`config.mk`:
```
export PLATFORM = sky130hd
export DESIGN_NAME = img_frame_src
export DESIGN_NICKNAME = d
export VERILOG_FILES = /design/src/rtl/img_frame_src_pkg.sv /design/src/rtl/img_timing_gen.sv /design/src/rtl/img_frame_src.sv
export SDC_FILE = /design/constraint.sdc
export NUM_CORES = 1
export LEC_CHECK = 0
export BUFFER_PORTS_ARGS = -buffer_cell sky130_fd_sc_hd__buf_2
export CAP_MARGIN = 20
export CELL_PAD_IN_SITES_DETAIL_PLACEMENT = 1
export CELL_PAD_IN_SITES_GLOBAL_PLACEMENT = 1
export CORE_MARGIN = 1
export CORE_UTILIZATION = 40
export DETAILED_ROUTE_END_ITERATION = 12
export PLACE_DENSITY = 0.77
export SLEW_MARGIN = 10
export SYNTH_ARGS = -nofsm -noshare
export SYNTH_HDL_FRONTEND = slang
export SYNTH_SLANG_ARGS = --single-unit
```
`constraint.sdc`:
```
create_clock -name clk -period 5.8 [get_ports clk]
set_input_delay 1.16 -clock clk [delete_from_list [all_inputs] [get_ports clk]]
set_output_delay 1.16 -clock clk [all_outputs]
set_load 0.005 [all_outputs]
```
`src/rtl/img_frame_src_pkg.sv`:
```
// rtl/img_frame_src_pkg.sv - shared state encoding and default timing for the image frame source
package img_frame_src_pkg;

    typedef enum logic [2:0] {
        ST_IDLE       = 3'd0,
        ST_VS_LEAD    = 3'd1,
        ST_LINE_ACT   = 3'd2,
        ST_LINE_BLANK = 3'd3,
        ST_VS_TAIL    = 3'd4,
        ST_FRAME_GAP  = 3'd5
    } img_state_e;

    localparam int DEF_H_ACT   = 800;
    localparam int DEF_V_ACT   = 600;
    localparam int DEF_H_BLANK = 160;
    localparam int DEF_V_LEAD  = 10;
    localparam int DEF_V_TAIL  = 10;
    localparam int DEF_F_GAP   = 20;
    localparam int DEF_ADDR_W  = 20;

    // Largest of four phase lengths; sizes the shared phase counter.
    function automatic int max4(input int a, input int b, input int c, input int d);
        int m;
        m = a;
        if (b > m) m = b;
        if (c > m) m = c;
        if (d > m) m = d;
        return m;
    endfunction

endpackage

```
`src/rtl/img_timing_gen.sv`:
```
// rtl/img_timing_gen.sv - frame/line timing FSM producing fetch-stage vsync, href, busy and frame_done
module img_timing_gen
    import img_frame_src_pkg::*;
#(
    parameter int H_ACT   = DEF_H_ACT,
    parameter int V_ACT   = DEF_V_ACT,
    parameter int H_BLANK = DEF_H_BLANK,
    parameter int V_LEAD  = DEF_V_LEAD,
    parameter int V_TAIL  = DEF_V_TAIL,
    parameter int F_GAP   = DEF_F_GAP
) (
    input  logic       clk_i,
    input  logic       rst_i,
    input  logic       start_i,
    input  logic       cont_i,
    output img_state_e state_o,
    output logic       vsync_o,
    output logic       href_o,
    output logic       busy_o,
    output logic       frame_done_o
);

    localparam int PIX_W  = $clog2(H_ACT + 1);
    localparam int LINE_W = $clog2(V_ACT + 1);
    localparam int PH_W   = $clog2(max4(V_LEAD, H_BLANK, V_TAIL, F_GAP) + 1);

    localparam logic [PIX_W-1:0]  PIX_LAST   = PIX_W'(H_ACT - 1);
    localparam logic [LINE_W-1:0] LINE_NUM   = LINE_W'(V_ACT);
    localparam logic [PH_W-1:0]   LEAD_LAST  = PH_W'(V_LEAD - 1);
    localparam logic [PH_W-1:0]   BLANK_LAST = PH_W'(H_BLANK - 1);
    localparam logic [PH_W-1:0]   TAIL_LAST  = PH_W'(V_TAIL - 1);
    localparam logic [PH_W-1:0]   GAP_LAST   = PH_W'(F_GAP - 1);

    img_state_e        state_q, state_d;
    logic [PH_W-1:0]   phase_q, phase_d;
    logic [PIX_W-1:0]  pix_q, pix_d;
    logic [LINE_W-1:0] line_q, line_d;

    // State and counter registers; reset aborts any frame in progress.
    always_ff @(posedge clk_i) begin
        if (rst_i) begin
            state_q <= ST_IDLE;
            phase_q <= '0;
            pix_q   <= '0;
            line_q  <= '0;
        end else begin
            state_q <= state_d;
            phase_q <= phase_d;
            pix_q   <= pix_d;
            line_q  <= line_d;
        end
    end

    // Next-state, counter updates and fetch-stage outputs.
    always_comb begin
        state_d      = state_q;
        phase_d      = phase_q;
        pix_d        = pix_q;
        line_d       = line_q;
        frame_done_o = 1'b0;
        unique case (state_q)
            ST_IDLE: begin
                if (start_i) begin
                    state_d = ST_VS_LEAD;
                    phase_d = '0;
                end
            end
            ST_VS_LEAD: begin
                if (phase_q == LEAD_LAST) begin
                    state_d = ST_LINE_ACT;
                    phase_d = '0;
                    pix_d   = '0;
                    line_d  = '0;
                end else begin
                    phase_d = phase_q + 1'b1;
                end
            end
            ST_LINE_ACT: begin
                // Line count is bumped as the line finishes, so it reads
                // "lines completed" during the following blank.
                if (pix_q == PIX_LAST) begin
                    state_d = ST_LINE_BLANK;
                    pix_d   = '0;
                    line_d  = line_q + 1'b1;
                    phase_d = '0;
                end else begin
                    pix_d = pix_q + 1'b1;
                end
            end
            ST_LINE_BLANK: begin
                if (phase_q == BLANK_LAST) begin
                    phase_d = '0;
                    state_d = (line_q < LINE_NUM) ? ST_LINE_ACT : ST_VS_TAIL;
                end else begin
                    phase_d = phase_q + 1'b1;
                end
            end
            ST_VS_TAIL: begin
                if (phase_q == TAIL_LAST) begin
                    state_d = ST_FRAME_GAP;
                    phase_d = '0;
                end else begin
                    phase_d = phase_q + 1'b1;
                end
            end
            ST_FRAME_GAP: begin
                if (phase_q == GAP_LAST) begin
                    frame_done_o = 1'b1;
                    phase_d      = '0;
                    state_d      = cont_i ? ST_VS_LEAD : ST_IDLE;
                end else begin
                    phase_d = phase_q + 1'b1;
                end
            end
            default: state_d = ST_IDLE;
        endcase
    end

    assign state_o = state_q;
    assign vsync_o = (state_q == ST_VS_LEAD) || (state_q == ST_LINE_ACT) ||
                     (state_q == ST_LINE_BLANK) || (state_q == ST_VS_TAIL);
    assign href_o  = (state_q == ST_LINE_ACT);
    assign busy_o  = (state_q != ST_IDLE);

endmodule

```
`src/rtl/img_frame_src.sv`:
```
// rtl/img_frame_src.sv - frame source: timing FSM, frame-store read port and output alignment stage
module img_frame_src
    import img_frame_src_pkg::*;
#(
    parameter int H_ACT   = DEF_H_ACT,
    parameter int V_ACT   = DEF_V_ACT,
    parameter int H_BLANK = DEF_H_BLANK,
    parameter int V_LEAD  = DEF_V_LEAD,
    parameter int V_TAIL  = DEF_V_TAIL,
    parameter int F_GAP   = DEF_F_GAP,
    parameter int ADDR_W  = DEF_ADDR_W
) (
    input  logic              clk,
    input  logic              rst,
    input  logic              start,
    input  logic              cont,
    output logic              busy,
    output logic              frame_done,
    output logic              pix_rd_en,
    output logic [ADDR_W-1:0] pix_rd_addr,
    input  logic [7:0]        pix_rd_data,
    output logic              img_vsync,
    output logic              img_href,
    output logic [7:0]        img_gray
);

    localparam logic [ADDR_W-1:0] ADDR_LAST = ADDR_W'(H_ACT * V_ACT - 1);

    img_state_e        state;
    logic              vsync_f;
    logic              href_f;
    logic [ADDR_W-1:0] addr_q, addr_d;
    logic              vsync_q, href_q;

    img_timing_gen #(
        .H_ACT   (H_ACT),
        .V_ACT   (V_ACT),
        .H_BLANK (H_BLANK),
        .V_LEAD  (V_LEAD),
        .V_TAIL  (V_TAIL),
        .F_GAP   (F_GAP)
    ) u_timing (
        .clk_i        (clk),
        .rst_i        (rst),
        .start_i      (start),
        .cont_i       (cont),
        .state_o      (state),
        .vsync_o      (vsync_f),
        .href_o       (href_f),
        .busy_o       (busy),
        .frame_done_o (frame_done)
    );

    // Address is cleared throughout VS_LEAD and saturates at the last pixel
    // so it never wraps or overruns the frame store.
    always_comb begin
        addr_d = addr_q;
        if (state == ST_VS_LEAD) begin
            addr_d = '0;
        end else if (href_f && (addr_q != ADDR_LAST)) begin
            addr_d = addr_q + 1'b1;
        end
    end

    // Address register and one-cycle sync delay matching the store's read latency.
    always_ff @(posedge clk) begin
        if (rst) begin
            addr_q  <= '0;
            vsync_q <= 1'b0;
            href_q  <= 1'b0;
        end else begin
            addr_q  <= addr_d;
            vsync_q <= vsync_f;
            href_q  <= href_f;
        end
    end

    assign pix_rd_en   = href_f;
    assign pix_rd_addr = addr_q;
    assign img_vsync   = vsync_q;
    assign img_href    = href_q;
    assign img_gray    = href_q ? pix_rd_data : 8'h00;

endmodule

```
* Word level (Yosys, flattened, before mapping)
Cells that the tools add are included.
** Word-level totals
- Register bits after elaboration :: 53
- Output and inout bits :: 33
- Word-level logic and storage cells :: 65
** Operators by class
- $add $sub $neg :: 4
- Order comparisons :: 1
- Equality and inequality tests :: 16
- Multiplexer cells :: 23
- Reduce and logical (&&, ||, !) cells :: 14
** Operators with widths (number)
- 2-to-1 mux 8 bit :: 6
- one-hot mux 10 bit (2 select lines) :: 2
- one-hot mux 8 bit (5 select lines) :: 1
- 2-to-1 mux 10 bit :: 3
- 2-to-1 mux 3 bit :: 7
- adder 10 x 1 -> 10 bit (second input constant) :: 2
- adder 20 x 1 -> 20 bit (second input constant) :: 1
- != test 20 x 19 -> 1 bit (second input constant) :: 1
- one-hot mux 3 bit (6 select lines) :: 1
- == test 10 bit (second input constant) :: 1
- < comparator 10 bit (second input constant) :: 1
- != test 2 x 1 -> 1 bit (second input constant) :: 5
- adder 8 x 1 -> 8 bit (second input constant) :: 1
- == test 8 x 4 -> 1 bit (second input constant) :: 1
- == test 8 x 5 -> 1 bit (second input constant) :: 1
- == test 8 bit (second input constant) :: 1
- == test 3 x 2 -> 1 bit (second input constant) :: 2
- == test 3 bit (second input constant) :: 2
- AND reduction 3 bit :: 2
- AND reduction 6 bit :: 1
- nonzero test 5 bit :: 1
- OR reduction 2 bit :: 2
- == test 3 x 1 -> 1 bit (second input constant) :: 1
- logical NOT 3 bit :: 1
- other kinds (7) :: 11

* Depth between registers and ports, before layout
Gate-level depths: netlist (run 1).
- Depth after elaboration :: 4
- Mapped depth :: 8
- Mapped depth without buffers :: 7

* By module
A second synthesis (run 1) with hierarchy kept.
** Second synthesis, totals
- Cells, all modules :: 368
- Area total of the unflattened synthesis :: 3034.2 um^2
** By module, submodules not included
- img_timing_gen :: instances 1, cells each 227, area an instance 1794.2 um^2
- img_frame_src :: instances 1, cells each 141, area an instance 1239.9 um^2

* Worst setup path before layout (run 1)
OpenSTA, ideal clock, no wires.
- Kind :: input to output
- Start :: input pix_rd_data[0]
- End :: output img_gray[0]
- Arrival time :: 1303 ps
- Setup slack :: 3337 ps
- Stages on the path :: 1
- Buffers on the path :: 0
- Path through :: and2_1
** Between the ends
- Longest elaborated chain between the ends :: 1
** RTL lines
- start: declaration :: line img_frame_src.sv:21 : input logic [7:0] pix_rd_data,
- 2-to-1 mux 8 bit :: line img_frame_src.sv:82 : assign img_gray = href_q ? pix_rd_data : 8'h00;
- end: declaration :: line img_frame_src.sv:24 : output logic [7:0] img_gray
Every way passes these cells.

* Final worst setup path (run 1)
- Start :: register u_timing.state_q[1], in the netlist u_timing.state_o[1]
- End :: output pix_rd_en
** Between the ends
- Longest elaborated chain between the ends :: 1
** RTL lines
- start: declaration :: line img_timing_gen.sv:34 : img_state_e state_q, state_d;
- start signal: assignment :: line img_timing_gen.sv:47 : state_q <= state_d;
- == test 3 x 2 -> 1 bit :: line img_timing_gen.sv:122 : assign href_o = (state_q == ST_LINE_ACT);
- end: declaration :: line img_frame_src.sv:19 : output logic pix_rd_en,
Every way passes these cells.

==> run metrics, run 1 <==
#FFs+latches synth=53; Worst setup SP type=flop; post-synthesis net count=roughly 360; GP Congestion=0.7686; maxcap violations=0; DRC=0; hold buffer count at CTS=0; Detail Placement HPWL=5032 um; Vias=2616; Final Critical Period=2.904 ns; Yosys cell types=59; # resized after CTS=0; First DRT Iteration DRCs=a little over 90; Clock Tree Root=clkbuf_8; DIE WIDTH=a little under 90 um; critical path capture point type=output port; Slew @ Worst Pin=0.9894 ns; fmax=0.3443 GHz; power per cell area=between 200 and 250 nW/um^2; Mean Syn Cell Area=8.316 sq um; WHS=between 0.5 and 0.6 ns; Worst EP required=~4.6 ns; PortBufs=44; Total Routing Usage GR=19.99%; Die ar.=between 7000 and 8000 sq um; ANT cells=0; largest net degree at the start of global routing=28; Top Ports=45; Reg2Reg Setup Slack=between 3 and 4 ns; CP startpoint=u_timing.state_o[1]; crit path DAT=between 1.5 and 2 ns; Synthesis Warnings=0; DRT Pass-1 Iters=4; Leak=approximately 1.2 nW; clk_skew=approximately 0.0045 ns; total CTS buffers=5; DR WL/cell=around 15 um; ys async rst share=0%; Clk Latency, worst-skew pair=between 0.3 and 0.4 ns; worst setup path endpoint=pix_rd_en; reg2reg start=u_timing.phase_q[2]; grt ovf=0; initial antenna violation count=0; Final Cycle Share=50.08%; post-route ant nets=0; Hold Vio Cnt, Final=0; first-pass GRT wire length=12000 um; Clock Path Buffers=2; share of cells above drive strength 1=17.51%; Setup Fix Bufs, Post-CTS=0; number of flops mapped to enable cells by yosys=0; reg2reg end=u_timing.pix_q[2]; Worst R2R Path Depth=5; Syn-to-layout area delta=12.52%; maximum vdd ir drop=110.6 uV; # nets final=393; std cell rows=30; final WL=7258 um; vias in the first global route=2513; fin. max-slew vios=0; H-tree Lvls=2; sequential cell area fraction in the yosys report=36.98%; Initial Util=41.77%; chip height=86.69 um; Fill cells=843; Crit Path Category=flop to output port; Clock transition at path regs=0.10 ns; status=completed; setup TNS=0 ns; cell count after synthesis=roughly 350; Core Region=6869 sq um; Max FO, Critical Path=12; CTS Sinks=53; via/cell ratio=5.531; relative slew slack=about a third; Post-synth top flop=dfxtp_1; worst hold path type=flop to flop; Final setup viols=0; cell area after synthesis=2869 sq um; TritonCTS clock tree=yes; unrepaired setup endpoints after global routing=no
==> metal layers <==
layer / GRT usage, % / wire [um] / up-vias
met5: 0 / 0 / -
met4: 5.152 / 53 / 0
met3: 3.143 / 145 / 5
met2: 34.05 / 3478 / 26
met1: 26.35 / 3581 / 1271
li1: - / - / 1314
==> Yosys cell counts (all sizes together), types with 2 or more instances <==
library cell	n	share of area, %
a21oi	15	2.6
a311oi	7	2.1
a31oi	2	0.44
a41oi	2	0.61
and2	14	3.1
and3	5	1.1
and4	4	1.2
buf	6	1.3
clkbuf	16	2.1
dfxtp	53	37
ha	5	2.2
inv	6	0.78
mux2i	5	1.7
nand2	23	3.0
nand2b	2	0.44
nand3	10	2.2
nand3b	2	0.52
nand4	4	0.87
nor2	48	6.3
nor2b	2	0.44
nor3	8	1.4
nor3b	3	0.78
nor4	14	3.3
nor4b	2	0.61
o2111ai	6	1.8
o211a	2	0.70
o211ai	2	0.52
o21ai	13	2.3
o22a	2	0.61
o22ai	3	0.65
or2	5	1.1
or3	5	1.1
or3b	4	1.2
or4	4	1.2
xnor2	11	3.4
xor2	13	4.0
==> power breakdown <==
group | switching [mW] | internal (mW)
clock | 0.133 | 0.0995
sequential | 0.0241 | 0.378
combinational | 0.100 | 0.0580
total | 0.257 | 0.535
==> sequential cells by signal, indices dropped and copies added (netlist names) <==
name and count:
img_href 1, img_vsync 1, pix_rd_addr 20, u_timing.line_q 10, u_timing.phase_q 8, u_timing.pix_q 10, u_timing.state_o 3
==> layout by cell type, fill, tap and decap left out, drive strengths merged, types with 3 or more instances in the layout <==
master / synthesis / final
a21oi: 15 / 15
a311oi: 7 / 7
and2: 14 / 14
and3: 5 / 5
and4: 4 / 4
buf: 6 / 46
clkbuf: 16 / 6
dfxtp: 53 / 53
ha: 5 / 5
inv: 6 / 7
mux2i: 5 / 5
nand2: 23 / 23
nand3: 10 / 10
nand4: 4 / 4
nor2: 48 / 48
nor3: 8 / 8
nor3b: 3 / 3
nor4: 14 / 14
o2111ai: 6 / 6
o21ai: 13 / 13
o22ai: 3 / 3
or2: 5 / 5
or3: 5 / 5
or3b: 4 / 4
or4: 4 / 4
xnor2: 11 / 11
xor2: 13 / 13
==> area by class of cell <==
class / instances / area, sq um / area share, %
clock buffers: 6 / 82.58 / 2.558
flip-flops and latches: 53 / 1061 / 32.87
well taps: 96 / 120.1 / 3.721
multi-input cells: 263 / 1673 / 51.82
clock inverters: 2 / 17.52 / 0.5426
repair buffers: 46 / 235.2 / 7.287
inverters: 7 / 38.79 / 1.202
==> worst max-delay path, cell delays in order, from the launching register on <==
cell and delay [ns]:
dfxtp_1 0.57, or3b_1 0.60, clkinv_8 0.15, buf_2 0.12
==> kinds of logic after synthesis <==
group / after synthesis / synth area share (%)
AOI/OAI and AO/OA: 65 / 15.53
xor gates and xnor gates: 24 / 7.327
adders and majority gates: 5 / 2.181
buffers and inverters: 29 / 4.710
DFF: 53 / 36.98
muxes: 5 / 1.745
and+or+nand+nor: 164 / 31.53
==> metrics by stage <==
step           instances  total power [mW]  setup WS, ns  cell area, sq um  utilization (%)
2_1_floorplan        345            0.5273         3.337              2869                -
3_3_place_gp         465            0.5635         3.131              3128            45.54
3_5_place_dp         465            0.5699         3.110              3128            45.54
4_1_cts              473            0.8053         2.874              3228            46.99
5_1_grt              473            0.8362         2.779              3228            46.99
6_report             473            0.7927         2.896              3228            46.99
==> how the worst min path moves through the flow <==
stage                                    from                  end  depth (start not counted)
after CTS                   u_timing.pix_q[9]    u_timing.pix_q[9]                          1
after floorplan             u_timing.pix_q[9]    u_timing.pix_q[9]                          1
after global routing        u_timing.pix_q[9]    u_timing.pix_q[9]                          1
final                       u_timing.pix_q[9]    u_timing.pix_q[9]                          1
after global placement    u_timing.phase_q[1]  u_timing.phase_q[1]                          2
after detailed placement    u_timing.pix_q[9]    u_timing.pix_q[9]                          1
Power figures use the tool's default switching activity.
==> run 2: changes to the inputs <==
--- a/config.mk
+++ b/config.mk
@@ -5,6 +5,7 @@
 export SDC_FILE = /design/constraint.sdc
 export NUM_CORES = 1
 export LEC_CHECK = 0
+export ABC_AREA = 1
 export BUFFER_PORTS_ARGS = -buffer_cell sky130_fd_sc_hd__buf_2
 export CAP_MARGIN = 20
 export CELL_PAD_IN_SITES_DETAIL_PLACEMENT = 1
@@ -12,7 +13,7 @@
 export CORE_MARGIN = 1
 export CORE_UTILIZATION = 40
 export DETAILED_ROUTE_END_ITERATION = 12
-export PLACE_DENSITY = 0.77
+export PLACE_DENSITY = 0.81
 export SLEW_MARGIN = 10
 export SYNTH_ARGS = -nofsm -noshare
 export SYNTH_HDL_FRONTEND = slang
==> constraint.sdc (replaced) <==
create_clock -name clk -period 2.75 [get_ports clk]
set_input_delay 0.55 -clock clk [delete_from_list [all_inputs] [get_ports clk]]
set_output_delay 0.55 -clock clk [all_outputs]
set_load 0.005 [all_outputs]
==> run 2 against run 1 <==
Compared with the run above: clock skew up 0.0037 ns; synthesized area up 15%; first-iteration DRC count is 2.2% lower; cell area is 14% higher; total power grew to 2.6 times the previous value; critical endpoint is now frame_done; sequential power grew 120%; combinational power grew to 4.3 times the previous value; cell count is 43% higher; register-to-register slack got worse by 2.6 ns; worst hold slack worse by 0.011 ns; critical path depth increased by 3; sequential share of layout area down 3.9 points.
==> run metrics, run 2 <==
TritonCTS clock tree=yes; number of flops mapped to enable cells by yosys=0; Crit path depth=6; Max stage delay on crit path=about 0.45 ns; Total Routing Usage GR=between 20% and 30%; initial antenna violation count=0; Final Cycle Share=79.95%; H-tree Lvls=2; Buf/Inv on CP=1; Top Ports=45; Reg2Reg Setup Slack=between 0.6 and 0.7 ns; hold buffer count at CTS=0; Worst setup SP type=flop; via/cell ratio=5.142; maximum vdd ir drop=503.6 uV; Util after Layout=a little under half; Post-synth top flop=dfxtp_1; setup slack after layout=0.5514 ns; ys async rst share=0%; post-route ant nets=0; First DRT Iteration DRCs=89; DIE WIDTH=92.81 um; Final setup viols=0; Post-Place Setup Slack=about 0.65 ns; max reg flops=20; fmax=0.4548 GHz; Power, Total=roughly 2.1 mW; CTS Sinks=53; post-synthesis mux area share=0%; Max FO, Critical Path=5; Clock transition at path regs=between 0.1 and 0.15 ns; final WL=9306 um; power per cell area=564.5 nW/um^2; post-synthesis net count=551; Mean Syn Cell Area=6.176 sq um; DR WL/cell=13.77 um; Die ar.=about 8600 sq um; WHS=0.4958 ns; Cell Chain, Critical Path=ha_1, nand2_1, nor2_1, nand2_1, nor3_1, buf_2; Synthesis Warnings=0; Final Critical Period=2.199 ns; Core Region=about 8000 sq um; cell mode on critical path=nand2_1; Worst EP required=2.20 ns; grt ovf=0; largest family of logic cells by synthesized area=simple AND/OR/NAND/NOR gates; cell count after synthesis=534; Setup Fix Bufs, Post-CTS=0; Initial Util=42.03%; Clk Latency, worst-skew pair=0.32 ns; ANT cells=0; Slew @ Worst Pin=approximately 0.53 ns; largest net degree at the start of global routing=23; Worst R2R Path Depth=7; Detail Placement HPWL=between 7000 and 8000 um; worst hold path type=flop to flop; count leader, synth=nand2_1; hold path cells=2; Post-synth top cells=nand2_1, nor2_1, dfxtp_1; unrepaired setup endpoints after global routing=no; maxcap violations=0; DRC=0; # resized after CTS=0; Yosys cell types=33; crit path DAT=between 1.5 and 2 ns; # nets final=590; Clock Tree Root=clkbuf_8; post-synthesis xor/xnor area fraction=under 10%; most common cell after layout, fill and taps aside=nand2_1; critical path capture point type=output port; share of cells above drive strength 1=12.20%; largest delay contributor family on the critical path=flip-flops; compound-cell area share of the yosys netlist=10.66%; vias in the first global route=between 3000 and 4000; Post-Synth Adder-Cell Area=roughly 1.9%; Vias=3476; commonest non-fill, non-tap cells in the layout=nand2_1, nor2_1, dfxtp_1; Leak=approximately 1.6 nW; setup TNS=0 ns; #FFs+latches synth=53; clk_skew=between 0.008 and 0.009 ns; sequential cell area fraction in the yosys report=32.17%; PortBufs=44; DRT Pass-1 Iters=4; std cell rows=32; first-pass GRT wire length=16060 um; cell area after synthesis=approximately 3300 sq um; top cell type's share of synthesized area=around 32%; relative slew slack=between 60% and 70%; GP Congestion=0.7894; Syn-to-layout area delta=11.23%; area leader, netlist=dfxtp_1; Synth Area in Simple Gates=a little over two fifths; Slowest cell on crit path=dfxtp_1; fin. max-slew vios=0; top post-synthesis cells by area=dfxtp_1, nand2_1, nor2_1, a21oi_1, nand3_1; chip height=92.81 um; Clock Path Buffers=2; total CTS buffers=5; Hold Vio Cnt, Final=0; status=completed; Crit Path Category=flop to output port
run 2: cell count changes after synthesis, moves of 9 or more:
| cell | change |
|---|---|
| nand2_1 | +166 |
| inv_1 | +40 |
| a21oi_1 | +31 |
| nand3_1 | +31 |
| nor2_1 | +24 |
| and2_1 | -13 |
| nor4_1 | -13 |
| clkbuf_1 | -9 |
run 2: logic make-up after synthesis:
group / Yosys count
AND/OR/NAND/NOR: 330
AO/OA/AOI/OAI: 64
buffers and inverters: 63
flip-flops: 53
XOR/XNOR: 19
adder cells (fa/ha/maj): 5
run 2: path summary, 6_finish.rpt:
check	startpoint	endpoint
min	u_timing.phase_q[7]	u_timing.phase_q[7]
min reg2reg	u_timing.phase_q[7]	u_timing.phase_q[7]
max	u_timing.phase_q[1]	frame_done
max reg2reg	pix_rd_addr[0]	pix_rd_addr[13]
run 2: per-layer routing:
metal | GRT usage (%) | wire length (um)
met5 | 0 | 0
met2 | 42.59 | 4638
met3 | 4.105 | 292
met4 | 6.282 | 121
met1 | 27.09 | 4253
run 2: layout make-up:
type	count	area [sq um]
timing repair buffer	45	227.7
multi-input combinational	418	1969
fill	1145	4179
clock buffer	5	68.82
tap	102	127.6
inverter	50	187.7
sequential	53	1061
clock inverter	3	26.28
run 2: worst min-delay path, delay by kind of cell (launching register included):
family	cells	cell delay (ns)
compound gates	1	0.05
simple gates	1	0.06
flops	1	0.34
run 2: through the flow:
| stage | instance area (sq um) | instances |
|---|---|---|
| 2_1_floorplan | 3298 | 534 |
| 3_3_place_gp | 3573 | 668 |
| 3_5_place_dp | 3573 | 668 |
| 4_1_cts | 3669 | 676 |
| 5_1_grt | 3669 | 676 |
| 6_report | 3669 | 676 |
run 2: report_power, final:
part | internal [mW] | leakage [nW] | switching [mW]
Clock | 0.186 | 0.0423 | 0.298
Combinational | 0.204 | 1.08 | 0.481
Sequential | 0.822 | 0.428 | 0.0793
